<file path="src/rtl/tm1640_frame_writer.sv">
// TM1640 frame sequencer: one update strobe emits data cmd, address cmd, nine segment bytes, display cmd.
// Optional macro LEADING_ZERO_BLANK_EN blanks leading zero digits 0..7 with BLANK_CODE.
module tm1640_frame_writer #(
   parameter logic [7:0] BLANK_CODE = 8'h00
) (
   input  logic        clk,
   input  logic        rst,
   input  logic        update,
   input  logic [35:0] digits,
   input  logic [8:0]  dp,
   input  logic [2:0]  bright,
   input  logic        disp_on,
   input  logic        tm_busy,
   output logic        tm_latch,
   output logic [7:0]  tm_byte,
   output logic        tm_end,
   output logic        busy,
   output logic        done
);
   localparam int unsigned NUM_DIGITS = 9;
   localparam int unsigned KW         = 4;
   localparam logic [KW-1:0] K_LAST   = KW'(11);

   typedef enum logic [2:0] {IDLE, LOAD, ACK, DRAIN, FIN} state_t;

   state_t        state_q, state_d;
   logic [KW-1:0] k_q, k_d;
   logic          pend_q, pend_d;
   logic [35:0]   snap_digits_q, snap_digits_d;
   logic [8:0]    snap_dp_q, snap_dp_d;
   logic [2:0]    snap_bright_q, snap_bright_d;
   logic          snap_on_q, snap_on_d;
   logic          tm_latch_q, tm_latch_d;
   logic [7:0]    tm_byte_q, tm_byte_d;
   logic          tm_end_q, tm_end_d;
   logic          busy_q, busy_d;
   logic          done_q, done_d;
   logic          take_snap_c;

   logic [NUM_DIGITS-1:0] blank_c;
   logic [7:0]            cur_byte_c;
   logic                  cur_end_c;

   function automatic logic [6:0] seg_map(input logic [3:0] v);
      case (v)
         4'h0:    seg_map = 7'h3F;
         4'h1:    seg_map = 7'h06;
         4'h2:    seg_map = 7'h5B;
         4'h3:    seg_map = 7'h4F;
         4'h4:    seg_map = 7'h66;
         4'h5:    seg_map = 7'h6D;
         4'h6:    seg_map = 7'h7D;
         4'h7:    seg_map = 7'h07;
         4'h8:    seg_map = 7'h7F;
         4'h9:    seg_map = 7'h6F;
         4'hA:    seg_map = 7'h77;
         4'hB:    seg_map = 7'h7C;
         4'hC:    seg_map = 7'h39;
         4'hD:    seg_map = 7'h5E;
         4'hE:    seg_map = 7'h79;
         default: seg_map = 7'h71;
      endcase
   endfunction

   // Digit i is blanked while it and every lower-index digit are zero; digit 8 always shows.
`ifdef LEADING_ZERO_BLANK_EN
   always_comb begin
      logic zero_run;
      zero_run = 1'b1;
      blank_c  = '0;
      for (int unsigned i = 0; i < NUM_DIGITS - 1; i++) begin
         zero_run   = zero_run & (snap_digits_q[4*i +: 4] == 4'h0);
         blank_c[i] = zero_run;
      end
   end
`else
   assign blank_c = '0;
`endif

   // Byte and end flag for the current stream index k.
   always_comb begin
      cur_byte_c = 8'h00;
      cur_end_c  = 1'b0;
      case (k_q)
         KW'(0): begin
            cur_byte_c = 8'h40;
            cur_end_c  = 1'b1;
         end
         KW'(1): cur_byte_c = 8'hC0;
         K_LAST: begin
            cur_byte_c = {4'b1000, snap_on_q, snap_bright_q};
            cur_end_c  = 1'b1;
         end
         default: begin
            for (int unsigned i = 0; i < NUM_DIGITS; i++) begin
               if (k_q == KW'(i + 2)) begin
                  cur_byte_c    = blank_c[i] ? BLANK_CODE : {1'b0, seg_map(snap_digits_q[4*i +: 4])};
                  cur_byte_c[7] = cur_byte_c[7] | snap_dp_q[i];
               end
            end
            cur_end_c = (k_q == KW'(10));
         end
      endcase
   end

   always_comb begin
      state_d       = state_q;
      k_d           = k_q;
      pend_d        = pend_q;
      snap_digits_d = snap_digits_q;
      snap_dp_d     = snap_dp_q;
      snap_bright_d = snap_bright_q;
      snap_on_d     = snap_on_q;
      tm_latch_d    = tm_latch_q;
      tm_byte_d     = tm_byte_q;
      tm_end_d      = tm_end_q;
      busy_d        = busy_q;
      done_d        = 1'b0;
      take_snap_c   = 1'b0;
      if (state_q != IDLE) pend_d = pend_q | update;
      case (state_q)
         IDLE: begin
            if (update) begin
               take_snap_c = 1'b1;
               k_d         = '0;
               busy_d      = 1'b1;
               state_d     = LOAD;
            end
         end
         LOAD: begin
            tm_byte_d  = cur_byte_c;
            tm_end_d   = cur_end_c;
            tm_latch_d = 1'b1;
            state_d    = ACK;
         end
         ACK: begin
            if (tm_busy) begin
               tm_latch_d = 1'b0;
               state_d    = DRAIN;
            end
         end
         DRAIN: begin
            if (!tm_busy) begin
               if (k_q == K_LAST) begin
                  state_d = FIN;
                  done_d  = 1'b1;
                  busy_d  = pend_q | update;
               end else begin
                  k_d     = k_q + KW'(1);
                  state_d = LOAD;
               end
            end
         end
         FIN: begin
            pend_d = 1'b0;
            if (pend_q || update) begin
               take_snap_c = 1'b1;
               k_d         = '0;
               busy_d      = 1'b1;
               state_d     = LOAD;
            end else begin
               busy_d  = 1'b0;
               state_d = IDLE;
            end
         end
         default: state_d = IDLE;
      endcase
      if (take_snap_c) begin
         snap_digits_d = digits;
         snap_dp_d     = dp;
         snap_bright_d = bright;
         snap_on_d     = disp_on;
      end
   end

   always_ff @(posedge clk) begin
      if (!rst) begin
         state_q       <= IDLE;
         k_q           <= '0;
         pend_q        <= 1'b0;
         snap_digits_q <= '0;
         snap_dp_q     <= '0;
         snap_bright_q <= '0;
         snap_on_q     <= 1'b0;
         tm_latch_q    <= 1'b0;
         tm_byte_q     <= 8'h00;
         tm_end_q      <= 1'b0;
         busy_q        <= 1'b0;
         done_q        <= 1'b0;
      end else begin
         state_q       <= state_d;
         k_q           <= k_d;
         pend_q        <= pend_d;
         snap_digits_q <= snap_digits_d;
         snap_dp_q     <= snap_dp_d;
         snap_bright_q <= snap_bright_d;
         snap_on_q     <= snap_on_d;
         tm_latch_q    <= tm_latch_d;
         tm_byte_q     <= tm_byte_d;
         tm_end_q      <= tm_end_d;
         busy_q        <= busy_d;
         done_q        <= done_d;
      end
   end

   assign tm_latch = tm_latch_q;
   assign tm_byte  = tm_byte_q;
   assign tm_end   = tm_end_q;
   assign busy     = busy_q;
   assign done     = done_q;
endmodule

</file>
<file path="config.mk">
export PLATFORM = sky130hd
export DESIGN_NAME = tm1640_frame_writer
export DESIGN_NICKNAME = d
export VERILOG_FILES = /design/src/rtl/tm1640_frame_writer.sv
export SDC_FILE = /design/constraint.sdc
export NUM_CORES = 1
export LEC_CHECK = 0
export BUFFER_PORTS_ARGS = -buffer_cell sky130_fd_sc_hd__buf_4
export CORE_AREA = 2 2 123 125
export DETAILED_ROUTE_END_ITERATION = 16
export DIE_AREA = 0 0 125 127
export GPL_TIMING_DRIVEN = 0
export PLACE_DENSITY = 0.76
export REMOVE_ABC_BUFFERS = 1
export SLEW_MARGIN = 0
export SYNTH_ARGS = -nofsm -noshare
export SYNTH_HDL_FRONTEND = slang
export SYNTH_SLANG_ARGS = --single-unit
</file>
<file path="constraint.sdc">
create_clock -name clk -period 2.5 [get_ports clk]
set_input_delay 0.5 -clock clk [delete_from_list [all_inputs] [get_ports clk]]
set_output_delay 0.5 -clock clk [all_outputs]
set_load 0.02 [all_outputs]
</file>
======== After elaboration in Yosys (flattened, before gate mapping) ========
Memory sizes are Yosys's and may differ from the RTL's. A register that Yosys moved wholly into a read port is not among the register bits.
Cells that the tools add are included.
storage, ports and cells
  flip-flop bits (word level) ............. 69
  bits in read-only memories .............. 1,008
  bits of input ports ..................... 53
  output and inout port bits .............. 12
  logic and storage cells ................. 109
  memories kept ........................... 9
memories
  name             depth  width  read ports  clocked after Yosys merged registers in  write ports  line  source
  (no name shown)  16     7      1           1                                        0            45    case (v)
  (no name shown)  16     7      1           1                                        0            45
  (no name shown)  16     7      1           1                                        0            45
  (no name shown)  16     7      1           1                                        0            45
  (no name shown)  16     7      1           1                                        0            45
  (no name shown)  16     7      1           1                                        0            45
  3 more memories  n/a    n/a    n/a         n/a                                      n/a          n/a
operators by class
  add/sub/neg operators ................... 1
  equal/unequal tests ..................... 21
  muxes and demuxes ....................... 50
  bitwise logic cells ..................... 3
  reduce and logical (&&, ||, !) cells .... 13
operators with widths
  cell                                                 number
  2-to-1 mux 4 bit                                     22
  2-to-1 mux 8 bit                                     9
  case mux 8 bit (3 select lines)                      1
  equality test 4 x 3 -> 1 bit, second input constant  4
  equality test 4 bit, second input constant           4
  case mux 3 bit (5 select lines)                      1
  2-to-1 mux 3 bit                                     4
  != test 2 bit, second input constant                 6
  case mux 4 bit (3 select lines)                      1
  equality test 4 x 2 -> 1 bit, second input constant  2
  2-to-1 mux 1 bit                                     8
  equality test 3 x 2 -> 1 bit, second input constant  2
  case mux 1 bit (2 select lines)                      3
  nonzero test 3 bit                                   2
  AND reduction 5 bit                                  1
  adder 4 x 1 -> 4 bit, second input constant          1
  equality test 4 x 1 -> 1 bit, second input constant  1
  logical NOT 4 bit                                    1
  AND reduction 4 bit                                  1
  OR reduction 2 bit                                   2
  equality test 3 x 1 -> 1 bit, second input constant  1
  equality test 3 bit, second input constant           1
  logical NOT 3 bit                                    1
  case mux 1 bit (3 select lines)                      1
  other kinds (7)                                      8

======== Logic depth before layout (Yosys ltp) ========
  word-level depth ........................ 11
  mapped depth ............................ 13
  mapped depth without buffers ............ 10

======== Worst setup path after synthesis ========
OpenSTA, ideal clock, no wires.
  path type ............................... register to register
  start point ............................. reg state_q[0]
  end point ............................... reg (tool-made name)
  setup time .............................. 0.142 ns
  arrival time ............................ 2.593 ns
  required time ........................... 2.358 ns
  path slack .............................. -0.235 ns
  stages on the path, launching flop included .. 14
  buffers on the path ..................... 3
  clock period less this slack ............ 2.735 ns
  cell sequence ........................... dfxtp_1 > buf_2 > or2_4 > nor2_4 > buf_2 > buf_2 > nand2_1 > a21oi_1 > inv_1 > ha_1 > nor2b_1 > a311oi_1 > a32o_1 > a32oi_1
RTL lines
  what                      line  source
  start: declaration        26    state_t state_q, state_d;
  start signal: assignment  191   state_q <= state_d;

==> impl_results.md <==
- Status: finished with violations
- Failing checks: negative setup slack
- Seq/Total Area, Yosys: between 30% and 40%
- Largest net degree at the start of global routing: 84
- 1st-iter DRT viols: 799
- Leakage: ~3.8 nW
- Fin util: around two thirds
- CTS tree: built
- WL/cell: just under 20 µm
- Period utilization: 102%
- DRT antenna net count: 0
- Setup ws final: -0.0441 ns
- Slew Viols, Final: 0
- Area contributors post-synth: dfxtp_1, ha_1, a21oi_1
- TritonCTS Buffers: 17
- EDFF count, synth: 0
- Most common cell after layout, fill and taps aside: dfxtp_1
- # clock sinks: 132
- Initial antenna violation count: 0
- Drt first pass iters: 5
- Die area: between 0.015 and 0.02 mm²
- Synth top area share: about a third
- Slew Limit Headroom: 10.8%
- Fin crit period: approximately 2.5 ns
- Mapped cell area: 0.00787 mm²
- GP Congestion: around 0.9
- Placed cell area: between 0.008 and 0.009 mm²
- Avg Synthesized Cell Area: ~8.3 µm²
- Core Footprint: about 0.014 mm²
- Power per cell area: 649 mW/mm²
- Dpl hpwl: ~13000 µm
- Clock skew: ~0.0086 ns
- Post-synth top area cell: dfxtp_1
- Fin area: 0.00962 mm²
- Distinct cells, synth: 70
- Die W: 125 µm
- Global-route wire length before repair: roughly 37000 µm
- # DRC: 0
- Io pins: between 60 and 70
- Post-synthesis cell count: between 900 and 1000
- Vias in the first global route: 7213
- Placement Setup Slack: -1.49 ns
- Synth Flop Type: dfxtp_1
- NumNets Final: roughly 1100
- Via density: between 6 and 7
- Worst hold slack: roughly 0.32 ns
- Row cnt: 44
- Layout cells sized above 1: approximately a fifth
- Maximum vdd drop: about 0.56 mV
- CP endpoint kind: register
- Worst-Skew Late Latency: 0.43 ns
- CTS H-Tree Depth: 4
- Worst hold path class: in -> reg
- Most frequent cells in the layout: dfxtp_1, nand2_1, buf_4
- Clk slew on worst S/H paths: roughly 0.050 ns
- Grt ovf: 0
- Asr flop ratio synth: 0%
- Area delta synth->final: 22.3%
- Crit-path max FO: 83
- FMAX: about 0.39 GHz
- Die Y: 127 µm
- Number of synthesized register bits: ~130
- Setup crit start kind: primary input
- Synth warnings: 0
- Hold Vio Cnt, Final: 0
- Port Buffers: 64
- Crit path kind: in -> reg
- Hold Buf Count CTS: 0
- MaxCap Viol Count: 0
- Vias: between 7000 and 8000
- Final wirelength: 24100 µm
- Maximum buffer depth of the clock tree: 2
- TNS Setup: -0.0805 ns
- Slew @ Worst Pin: ~1.3 ns
- N_diodes: 0
- CP arrival: 2.83 ns
- Setup violations, final: 2
- Total Routing Usage GR: roughly 29%
- Initial Util: a little over half
- Worst EP required: between 2 and 3 ns
- Root Buffer: clkbuf_16
-- cell usage after synthesis (5+ instances only) --
| cell type | instances |
|---|---|
| nand3_1 | 32 |
| nor2b_1 | 15 |
| a31oi_1 | 11 |
| a211oi_1 | 16 |
| nor4b_1 | 6 |
| a221oi_1 | 11 |
| o211ai_1 | 5 |
| nor2_1 | 29 |
| mux2_2 | 9 |
| or4_1 | 5 |
| mux2i_1 | 27 |
| clkbuf_1 | 25 |
| nand2b_1 | 9 |
| a211o_1 | 5 |
| nor3b_1 | 6 |
| a311oi_1 | 6 |
| nor4_1 | 5 |
| o22ai_1 | 5 |
| a22oi_1 | 26 |
| a2bb2oi_1 | 9 |
| and3_1 | 6 |
| nand3b_1 | 10 |
| a21oi_1 | 98 |
| nand2_1 | 124 |
| a32oi_1 | 7 |
| nor3_1 | 13 |
| o21a_1 | 10 |
| o21ai_0 | 37 |
| buf_2 | 23 |
| dfxtp_1 | 132 |
| ha_1 | 67 |
| inv_1 | 70 |
| buf_1 | 8 |
| nand4_1 | 7 |
-- layout make-up --
| cell class | instances | area (µm²) |
|---|---|---|
| flip-flops and latches | 132 | 2660 |
| repair buffers | 106 | 910 |
| multi-input cells | 694 | 5000 |
| clock inverters | 4 | 20.0 |
| fillers | 1193 | 4810 |
| clock buffers | 26 | 529 |
| inverters | 70 | 273 |
| well taps | 184 | 230 |
-- where the power goes --
part / internal [mW] / switching [mW]
Sequential: 2.32 / 0.117
Clock: 1.43 / 0.889
Combinational: 0.599 / 0.884
Total: 4.35 / 1.89
-- stage by stage --
step | power (mW) | instances
after floorplan | 3.22 | 889
after global placement | 3.60 | 1137
after detailed placement | 3.63 | 1138
after CTS | 6.12 | 1195
after global routing | 6.48 | 1216
final | 6.24 | 1216
-- cell families (layout without fill, tap and decap cells) --
kind of cell	Yosys count	count (layout)	synth area share, %
AOI/OAI and AO/OA	297	299	26.0
and+or+nand+nor	284	289	17.9
DFF	132	132	33.6
buffers and inverters	129	206	6.71
adders and majority gates	67	67	10.7
muxes	36	36	4.72
xor gates and xnor gates	3	3	0.334
-- path summary, 6_finish.rpt --
kind                                    from               end  slack, ns  cells after the start
worst min-delay path               bright[0]  snap_bright_q[0]       0.32                      3
worst max-delay path                     rst          register      -0.04                      8
worst min register to register  snap_dp_q[0]      snap_dp_q[0]       0.45                      2
worst max register to register    state_q[0]          register      -0.01                     10
-- metal layers --
layer,vias to the layer above,GRT usage (%),part of all wire [%]
li1,3588,-,-
met4,0,14.2,4.5
met1,3579,38.5,41
met5,-,0,0
met2,410,46.1,45
met3,78,6.70,9.9
-- critical path: stages --
cell and delay, ns:
clkbuf_8 0.38, inv_8 0.35, a21oi_2 0.42, ha_4 0.21, nor2_1 0.07, and3_1 0.21, a311oi_2 0.37, a22oi_1 0.13
-- timing repair --
item | CTS | global route
gates resized for setup | 26 | 38
endpoints found under the hold margin | 0 | 0
pin swaps | 7 | 15
setup buffers | 20 | 20
gates cloned | 7 | 1
endpoints found under the setup margin | 107 | 37
No activity file was read; power rests on OpenSTA's default activity.
